### src/rtl/bcd_time_display_scanner_if.sv
// ---------------------------------------------------------------------------
// bcd_time_display_scanner_if
// Purpose: bundles the time-digit inputs and 7-segment display outputs of the
//          BCD time display scanner.
// Signals:
//   en                     display enable (low blanks and freezes scanning)
//   s1,s2,m1,m2,h1,h2      BCD digits HH:MM:SS (s1 = seconds units)
//   seg[6:0]               segments {g,f,e,d,c,b,a}, active-low
//   dp                     decimal point, active-low
//   anode[5:0]             digit select, active-low, bit i = digit index i
//   err                    sticky illegal-BCD flag
// Modports: master drives en/digits and observes the display,
//           slave is the scanner side.
// ---------------------------------------------------------------------------
interface bcd_time_display_scanner_if;
  logic       en;
  logic [3:0] s1;
  logic [3:0] s2;
  logic [3:0] m1;
  logic [3:0] m2;
  logic [3:0] h1;
  logic [3:0] h2;
  logic [6:0] seg;
  logic       dp;
  logic [5:0] anode;
  logic       err;

  modport master (
    output en, s1, s2, m1, m2, h1, h2,
    input  seg, dp, anode, err
  );

  modport slave (
    input  en, s1, s2, m1, m2, h1, h2,
    output seg, dp, anode, err
  );
endinterface

### src/rtl/bcd_time_display_scanner.sv
// ---------------------------------------------------------------------------
// bcd_time_display_scanner
// Purpose: scans six BCD time digits onto a multiplexed common-anode 6-digit
//          7-segment display. A snapshot of all digits is taken once per scan
//          frame so a counter rollover never shows a torn time. The colon
//          decimal points (digit indices 2 and 4) flash every BLINK_FRAMES
//          frames, and an illegal BCD capture raises a sticky err flag.
// Ports:
//   clk    system clock
//   rst_n  asynchronous active-low reset
//   bus    bcd_time_display_scanner_if.slave (en, digits in; seg/dp/anode/err)
// Parameters:
//   SCAN_DIV      clk cycles each digit stays lit (>=2)
//   BLINK_FRAMES  full frames between colon toggles (>=1)
// Optional build macro:
//   LEADING_ZERO_BLANK_EN  blanks the leftmost digit when the hours tens is 0
// ---------------------------------------------------------------------------
module bcd_time_display_scanner #(
  parameter int SCAN_DIV     = 50000,
  parameter int BLINK_FRAMES = 100
) (
  input  logic                        clk,
  input  logic                        rst_n,
  bcd_time_display_scanner_if.slave   bus
);

  localparam int DIV_W = (SCAN_DIV > 1) ? $clog2(SCAN_DIV) : 1;
  localparam int FRM_W = (BLINK_FRAMES > 1) ? $clog2(BLINK_FRAMES) : 1;

  localparam logic [6:0] SEG_OFF = 7'b1111111;
  localparam logic [5:0] AN_OFF  = 6'b111111;

  // Active-low {g..a} decode; anything above 9 shows a dash.
  function automatic logic [6:0] dec7(input logic [3:0] d);
    logic [6:0] s;
    case (d)
      4'd0:    s = 7'b1000000;
      4'd1:    s = 7'b1111001;
      4'd2:    s = 7'b0100100;
      4'd3:    s = 7'b0110000;
      4'd4:    s = 7'b0011001;
      4'd5:    s = 7'b0010010;
      4'd6:    s = 7'b0000010;
      4'd7:    s = 7'b1111000;
      4'd8:    s = 7'b0000000;
      4'd9:    s = 7'b0010000;
      default: s = 7'b0111111;
    endcase
    return s;
  endfunction

  // True when any nibble of the packed time word is not a legal BCD digit.
  function automatic logic any_illegal(input logic [23:0] t);
    logic bad;
    bad = 1'b0;
    for (int i = 0; i < 6; i++) begin
      bad = bad | (t[4*i +: 4] > 4'd9);
    end
    return bad;
  endfunction

  logic [DIV_W-1:0] div_q, div_d;
  logic [2:0]       idx_q, idx_d;
  logic [FRM_W-1:0] frame_cnt_q, frame_cnt_d;
  logic             blink_q, blink_d;
  logic [23:0]      snap_q, snap_d;     // {h2,h1,m2,m1,s2,s1}
  logic [6:0]       seg_q, seg_d;
  logic             dp_q, dp_d;
  logic [5:0]       anode_q, anode_d;
  logic             err_q, err_d;

  logic             tick_s;
  logic             wrap_s;
  logic [3:0]       digit_s;
  logic             blank_lz_s;

  // Digit currently selected by the scan index.
  always_comb begin
    case (idx_q)
      3'd0:    digit_s = snap_q[3:0];
      3'd1:    digit_s = snap_q[7:4];
      3'd2:    digit_s = snap_q[11:8];
      3'd3:    digit_s = snap_q[15:12];
      3'd4:    digit_s = snap_q[19:16];
      3'd5:    digit_s = snap_q[23:20];
      default: digit_s = 4'd0;
    endcase
  end

`ifdef LEADING_ZERO_BLANK_EN
  assign blank_lz_s = (idx_q == 3'd5) && (digit_s == 4'd0);
`else
  assign blank_lz_s = 1'b0;
`endif

  assign tick_s = bus.en && (div_q == DIV_W'(SCAN_DIV - 1));
  assign wrap_s = tick_s && (idx_q == 3'd5);

  // Next-state for the scan divider, digit index, frame/blink counters,
  // snapshot and sticky error flag.
  always_comb begin
    div_d       = div_q;
    idx_d       = idx_q;
    frame_cnt_d = frame_cnt_q;
    blink_d     = blink_q;
    snap_d      = snap_q;
    if (!bus.en) begin
      div_d = div_q;
    end else if (tick_s) begin
      div_d = '0;
      if (wrap_s) begin
        idx_d  = 3'd0;
        snap_d = {bus.h2, bus.h1, bus.m2, bus.m1, bus.s2, bus.s1};
        if (frame_cnt_q == FRM_W'(BLINK_FRAMES - 1)) begin
          frame_cnt_d = '0;
          blink_d     = ~blink_q;
        end else begin
          frame_cnt_d = frame_cnt_q + 1'b1;
        end
      end else begin
        idx_d = idx_q + 3'd1;
      end
    end else begin
      div_d = div_q + 1'b1;
    end
    // err rises one edge after the snapshot that carried the bad digit.
    err_d = err_q | any_illegal(snap_q);
  end

  // Display drive computed from the current index/snapshot; registered below
  // so the pins update one cycle after the scan state.
  always_comb begin
    anode_d = AN_OFF;
    seg_d   = SEG_OFF;
    dp_d    = 1'b1;
    if (!bus.en) begin
      anode_d = AN_OFF;
    end else if (blank_lz_s) begin
      anode_d = ~(6'b000001 << idx_q);
    end else begin
      anode_d = ~(6'b000001 << idx_q);
      seg_d   = dec7(digit_s);
      dp_d    = ~(blink_q && ((idx_q == 3'd2) || (idx_q == 3'd4)));
    end
  end

  // State and output registers with asynchronous reset.
  always_ff @(posedge clk or negedge rst_n) begin
    if (!rst_n) begin
      div_q       <= '0;
      idx_q       <= 3'd0;
      frame_cnt_q <= '0;
      blink_q     <= 1'b0;
      snap_q      <= 24'd0;
      seg_q       <= SEG_OFF;
      dp_q        <= 1'b1;
      anode_q     <= AN_OFF;
      err_q       <= 1'b0;
    end else begin
      div_q       <= div_d;
      idx_q       <= idx_d;
      frame_cnt_q <= frame_cnt_d;
      blink_q     <= blink_d;
      snap_q      <= snap_d;
      seg_q       <= seg_d;
      dp_q        <= dp_d;
      anode_q     <= anode_d;
      err_q       <= err_d;
    end
  end

  assign bus.seg   = seg_q;
  assign bus.dp    = dp_q;
  assign bus.anode = anode_q;
  assign bus.err   = err_q;

endmodule

### src/flat_wrapper.sv
// flat-port wrapper written by rule: the top's interface ports become plain ports
module bcd_time_display_scanner_flat 
#(
  parameter int SCAN_DIV     = 50000,
  parameter int BLINK_FRAMES = 100
)
  (clk, rst_n, bus_en, bus_s1, bus_s2, bus_m1, bus_m2, bus_h1, bus_h2, bus_seg, bus_dp, bus_anode, bus_err);
  bcd_time_display_scanner_if bus_i ();
  input  logic clk;
  input  logic rst_n;
  input wire logic [$bits(bus_i.en)-1:0] bus_en;
  input wire logic [$bits(bus_i.s1)-1:0] bus_s1;
  input wire logic [$bits(bus_i.s2)-1:0] bus_s2;
  input wire logic [$bits(bus_i.m1)-1:0] bus_m1;
  input wire logic [$bits(bus_i.m2)-1:0] bus_m2;
  input wire logic [$bits(bus_i.h1)-1:0] bus_h1;
  input wire logic [$bits(bus_i.h2)-1:0] bus_h2;
  output wire logic [$bits(bus_i.seg)-1:0] bus_seg;
  output wire logic [$bits(bus_i.dp)-1:0] bus_dp;
  output wire logic [$bits(bus_i.anode)-1:0] bus_anode;
  output wire logic [$bits(bus_i.err)-1:0] bus_err;
  assign bus_i.en = bus_en;
  assign bus_i.s1 = bus_s1;
  assign bus_i.s2 = bus_s2;
  assign bus_i.m1 = bus_m1;
  assign bus_i.m2 = bus_m2;
  assign bus_i.h1 = bus_h1;
  assign bus_i.h2 = bus_h2;
  assign bus_seg = bus_i.seg;
  assign bus_dp = bus_i.dp;
  assign bus_anode = bus_i.anode;
  assign bus_err = bus_i.err;
  bcd_time_display_scanner #(.SCAN_DIV(SCAN_DIV), .BLINK_FRAMES(BLINK_FRAMES)) u_core (.clk(clk), .rst_n(rst_n), .bus(bus_i));
endmodule
### config.mk
export PLATFORM = sky130hd
export DESIGN_NAME = bcd_time_display_scanner_flat
export DESIGN_NICKNAME = d
export VERILOG_FILES = /design/src/rtl/bcd_time_display_scanner_if.sv /design/src/rtl/bcd_time_display_scanner.sv /design/src/flat_wrapper.sv
export SDC_FILE = /design/constraint.sdc
export NUM_CORES = 1
export LEC_CHECK = 0
export CAP_MARGIN = 20
export CORE_ASPECT_RATIO = 1.1
export CORE_MARGIN = 2
export CORE_UTILIZATION = 50
export CTS_BUF_LIST = sky130_fd_sc_hd__clkbuf_8
export DETAILED_ROUTE_END_ITERATION = 16
export GPL_TIMING_DRIVEN = 0
export PLACE_DENSITY_LB_ADDON = 0.15
export REMOVE_ABC_BUFFERS = 1
export SYNTH_ARGS = -nofsm -noshare
export SYNTH_HDL_FRONTEND = slang
export SYNTH_SLANG_ARGS = --single-unit
### constraint.sdc
create_clock -name clk -period 3 [get_ports clk]
set_clock_uncertainty 0.05 [all_clocks]
set_input_delay 0.75 -clock clk [delete_from_list [all_inputs] [get_ports clk]]
set_output_delay 0.75 -clock clk [all_outputs]
set_load 0.05 [all_outputs]
Word level (Yosys, flattened, before mapping)
Memory sizes are Yosys's and may differ from the RTL's.
Index checks and enable logic that the tools add are counted.
{"block": "word_totals", "ff_bits": 66, "latchBits": 0, "ram_bits": 0, "romBits": 112, "input_bits": 27, "out_inout_bits": 15, "word_cells": 51, "memories": 1}
{"name": "(no name shown)", "words": 16, "word_bits": 7, "rd": 1, "rd_clocked_by_memory_dff": 0, "write_ports": 0, "line": "bcd_time_display_scanner.sv:36", "source": "case (d)"}
{"block": "classes", "n_addsub": 3, "n_mul": 0, "div_mod_pow": 0, "n_lt_le_gt_ge": 6, "n_eq_ne": 7, "n_shift": 1, "n_mux": 7, "bitwise_logic": 9, "reduce_logical": 8}
{"op": "> comparator 4 bit (second input constant)", "count": 6}
{"op": "case mux 4 bit (6 select lines)", "count": 1}
{"op": "adder 16 x 1 -> 16 bit (second input constant)", "count": 1}
{"op": "== test 16 bit (second input constant)", "count": 1}
{"op": "2-to-1 mux 16 bit", "count": 1}
{"op": "2-to-1 mux 7 bit", "count": 2}
{"op": "adder 7 x 1 -> 7 bit (second input constant)", "count": 1}
{"op": "== test 7 bit (second input constant)", "count": 1}
{"op": "== test 3 x 2 -> 1 bit (second input constant)", "count": 2}
{"op": "== test 3 bit (second input constant)", "count": 2}
{"op": "2-to-1 mux 6 bit", "count": 1}
{"op": "NOT 6 bit", "count": 1}
{"op": "bitwise OR 1 bit", "count": 6}
{"op": "<< shifter 1 x 3 -> 6 bit (first input constant)", "count": 1}
{"op": "AND reduction 4 bit", "count": 1}
{"op": "adder 3 x 1 -> 3 bit (second input constant)", "count": 1}
{"op": "== test 3 x 1 -> 1 bit (second input constant)", "count": 1}
{"op": "logical AND 1 bit", "count": 3}
{"op": "logical NOT 3 bit", "count": 1}
{"op": "2-to-1 mux 3 bit", "count": 1}
{"op": "AND reduction 3 bit", "count": 1}
{"op": "NOT 1 bit", "count": 2}
{"op": "AND reduction 2 bit", "count": 1}
{"op": "logical OR 1 bit", "count": 1}
{"op": "2-to-1 mux 1 bit", "count": 1}

Logic depth before layout (Yosys ltp)
{"block": "depth", "word_depth": 7, "depth_mapped": 12, "depth_no_buf": 11}

Least setup slack after synthesis
Ideal clock, no wire load.
{"block": "synth_path", "path_kind": "flip-flop to flip-flop", "start": "register u_core.idx_q[2]", "end": "register u_core.seg_q[0], in the netlist u_core.bus.seg[0]", "setup_ps": 96, "arrival_ps": 2299, "required_ps": 2854, "slack_ps": 556, "path_stages_with_launch": 10, "path_buffers": 3, "synth_period_minus_slack_ps": 2444, "path_cell_list": "dfrtp_1 -> buf_2 -> clkbuf_1 -> inv_1 -> ha_1 -> a32o_1 -> nor3_1 -> clkbuf_1 -> mux2i_1 -> a31oi_1"}
{"block": "synth_between", "elab_chain_len": 4, "word_cells_on_any_way": 9, "cone_classes": "5 x eq/ne; 2 x mux; 1 x reduce/logical; 1 x memory"}
{"item": "start: declaration", "line": "bcd_time_display_scanner.sv:63", "source": "logic [2:0] idx_q, idx_d;"}
{"item": "start signal: assignment", "line": "bcd_time_display_scanner.sv:161", "source": "idx_q <= idx_d;"}
{"item": "== test 3 bit, or another cell as far along", "line": "bcd_time_display_scanner.sv:79", "source": "case (idx_q)"}
{"item": "case mux 4 bit (6 select lines) *", "line": "bcd_time_display_scanner.sv:79"}
{"item": "memory (16 x 7 bit) *"}
{"item": "2-to-1 mux 7 bit *", "line": "bcd_time_display_scanner.sv:136", "source": "if (!bus.en) begin"}
{"item": "named net u_core.seg_d[0]", "line": "bcd_time_display_scanner.sv:67", "source": "logic [6:0] seg_q, seg_d;"}
{"item": "end signal: assignment", "line": "bcd_time_display_scanner.sv:165", "source": "seg_q <= seg_d;"}
{"item": "end: declaration", "line": "bcd_time_display_scanner.sv:67"}
The timed path passes the listed nets; every way through them passes the cells marked *.
A chain may end at the register's enable or synchronous reset.

Final worst setup path
{"block": "layout_path", "start": "input bus_en", "end": "register u_core.frame_cnt_q[2]"}
{"block": "layout_between", "elab_chain_len": 3}
{"item": "start: declaration", "line": "flat_wrapper.sv:11", "source": "input wire logic [$bits(bus_i.en)-1:0] bus_en;"}
{"item": "logical AND 1 bit", "line": "bcd_time_display_scanner.sv:96", "source": "assign tick_s = bus.en && (div_q == DIV_W'(SCAN_DIV - 1));"}
{"item": "logical AND 1 bit", "line": "bcd_time_display_scanner.sv:97", "source": "assign wrap_s = tick_s && (idx_q == 3'd5);"}
{"item": "AND reduction 3 bit (no source line) *"}
{"item": "end signal: assignment", "line": "bcd_time_display_scanner.sv:162", "source": "frame_cnt_q <= frame_cnt_d;"}
{"item": "end: declaration", "line": "bcd_time_display_scanner.sv:64", "source": "logic [FRM_W-1:0] frame_cnt_q, frame_cnt_d;"}
Mark *: on every way between the ends. The rest lies on a longest branch, timed or not.

==> impl_metrics.tcl <==
set metrics [dict create \
    status "finished clean" \
    cts_tree "yes" \
    synth-edff-count 0 \
    synthCells 335 \
    max_cap_violations 0 \
    dpl.hpwl_um 4110 \
    core_um2 6160 \
    power.leakage_uw 0.00183 \
    ctsHoldBuffers 0 \
    area_growth_pct 23.6 \
    gp_congestion 0.766 \
    ys_top_cells_by_count "104 x nand2_1, 52 x dfrtp_1, 18 x o21ai_0" \
    min_to "u_core.bus.dp" \
    ys_warn_count 0 \
    p_clk_share_pct 43.8 \
    synth_largest_type_area_fraction_pct 40.8 \
    wirelength_um 6160 \
    cts_made_buffers 9 \
    path_class "in -> reg" \
    grt_pass1_wl_um 10500 \
    finalHoldViolCount 0 \
    synthMostInstantiatedCell "nand2_1" \
    die_x_um 80.1 \
    initial_utilization_pct 51.7 \
    diodes 0 \
    p_seq_share_pct 47.2 \
    vias_per_cell 5.28 \
    period_minus_slack_ns 2.82 \
    clk_latency_ns 0.34 \
    ys_seq_elements 66 \
    yosysTopAreaCell "dfrtp_1" \
    core.rowCount 30 \
    io_pins 42 \
    finalNetCount 416 \
    fin_util_pct 64.0 \
    synth_seq_area_share_pct 52.4 \
    cp.arrival_ns 2.99 \
    synth_area_leaders "dfrtp_1 41%, nand2_1 12%, dfstp_2 12%" \
    slew_headroom_pct 47.0 \
    peakVddDrop_mv 0.336 \
    finalSetupTns_ns 0 \
    cts_root_buf "clkbuf_8" \
    switching_power_uw 473 \
    cp-end-kind "flip-flop" \
    rsz0062_at_grt "false" \
    synth_area_per_cell_um2 9.51 \
    placement.io_buffers 41 \
    grt_max_degree 67 \
    min_from "u_core.blink_q" \
    holdPathStages 1 \
    power_density_nw_per_um2 536 \
    power_frac_comb_pct 9.0 \
    dpl_worst_slack_ns -1.81 \
    timing.final.crit_share_pct 93.9 \
    p_sw_share_pct 22.4 \
    ys_types 44 \
    synthArstFlopShare_pct 100 \
    grt_usage_pct 19.5 \
    reg2reg_to "u_core.bus.seg[6]" \
    detailroute.via_count 2441 \
    drt_pass1_iterations 4 \
    worstSetupStartpointType "input pin" \
    netlist_area_um2 3190 \
    maxSlewViolCount 0 \
    setup.worst_path.start "bus_en" \
    reg2reg_depth 10 \
    grt_antenna_before_repair 0 \
    avgRoutedWirePerCell_um 13.3 \
    ctsLongestPathBuffers 2 \
    reg2reg_from "u_core.idx_q[2]" \
    drt_iter0_drc 151 \
    ant_nets 0 \
    tightest_slew_ns 0.795 \
    path_max_fanout 30 \
    dieHeight_um 87.7 \
    holdCritPathClass "reg -> reg" \
    drt_drc_violations_left 0 \
    crit_required_ns 3.17 \
    drive_gt1_share_pct 11.5 \
    ys.flop_type "dfrtp_1" \
    grt_remaining_overflow 0 \
    intPower_uw 1640 \
    fmax_ghz 0.355 \
    h-tree-depth 3 \
    die_area_um2 7030 \
    clk_pin_slew_ns 0.07 \
    fin_ws_ns 0.184 \
    grt_pass1_vias 2323 \
    regToRegSetupSlack_ns 0.27 \
    setup_violations 0 \
    clkSinkCount 66 \
]
==> registers in the layout (all words and copies together) (netlist names) <==
name and cells:
u_core.blink_q 1, u_core.bus.dp 1, u_core.bus.anode 6, u_core.idx_q 3, u_core.bus.err 1, u_core.snap_q 24, u_core.div_q 16, u_core.bus.seg 7
u_core.frame_cnt_q 7
==> layer usage <==
layer / vias up / GRT usage (%) / share of wire, %
li1: 1226 / - / -
met1: 1158 / 25.2 / 46
met2: 48 / 31.0 / 48
met3: 9 / 5.15 / 3.7
met4: 0 / 8.78 / 1.9
met5: - / 0 / 0
==> cell type report <==
cell class | count | area, um^2
Clock buffer | 11 | 151
Sequential cell | 66 | 1670
Timing Repair Buffer | 43 | 424
Tap cell | 80 | 100
Inverter | 10 | 37.5
Multi-Input combinational cell | 247 | 1460
Fill cell | 521 | 2220
Clock inverter | 5 | 100
==> cell families after synthesis <==
logic type,share of synthesized area (%)
and+or+nand+nor,24.2
adders and majority gates,4.71
buffers and inverters,2.79
muxes,2.67
xor gates and xnor gates,3.85
AOI/OAI and AO/OA,9.35
DFF,52.4
==> critical path: stages <==
cell and delay (ns):
clkdlybuf4s15_2 0.42, nand4_1 0.34, nor4_4 0.47, buf_4 0.20, and3_4 0.37, nand2_1 0.10, mux2_1 0.31
==> power by group through the flow <==
stage	Sequential [uW]	Combinational (uW)	Clock, uW
after floorplan	1020	104	0
after global placement	1010	188	0
after detailed placement	1010	195	0
after CTS	996	194	943
after global routing	1000	217	988
final	996	189	926
==> stage by stage <==
step           area (um^2)  cells  power (uW)  hold WS (ns)
6_report              3940    462        2110         0.362
5_1_grt               3940    462        2210         0.398
4_1_cts               3930    462        2130         0.366
3_5_place_dp          3640    444        1210         0.354
3_3_place_gp          3640    444        1200         0.352
2_1_floorplan         3130    323        1120         0.339
==> cell usage in the layout (no fill, tap or decap), types with 5 or more instances in the layout <==
cell type        count
inv_1               10
a31oi_1              7
nand4_1              7
nand3_1              8
ha_1                12
nand2_1            104
dfrtp_1             52
and4b_1              5
clkbuf_8            11
xnor2_1              8
nor3_1               6
clkdlybuf4s50_1     39
o21ai_0             18
dfstp_2             14
nor2_1              17
xor2_1               6
==> worst max-delay path by stage <==
stage                                       end  slack, ns  depth (start not counted)
after floorplan           u_core.frame_cnt_q[5]      0.002                          5
after global placement    u_core.frame_cnt_q[5]      -1.81                          6
after detailed placement  u_core.frame_cnt_q[5]      -1.81                          6
after CTS                 u_core.frame_cnt_q[2]      0.001                          7
after global routing      u_core.frame_cnt_q[2]      0.002                          7
final                     u_core.frame_cnt_q[2]       0.18                          7
==> repair_timing <==
action / in CTS / in global routing
resized for setup: 7 / 2
buffers inserted: 2 / 0
endpoints found under the setup margin: 40 / 8
endpoints found under the hold margin: 0 / 0
pin swaps: 1 / 0
Note: power is estimated with default switching activity, not from simulation.
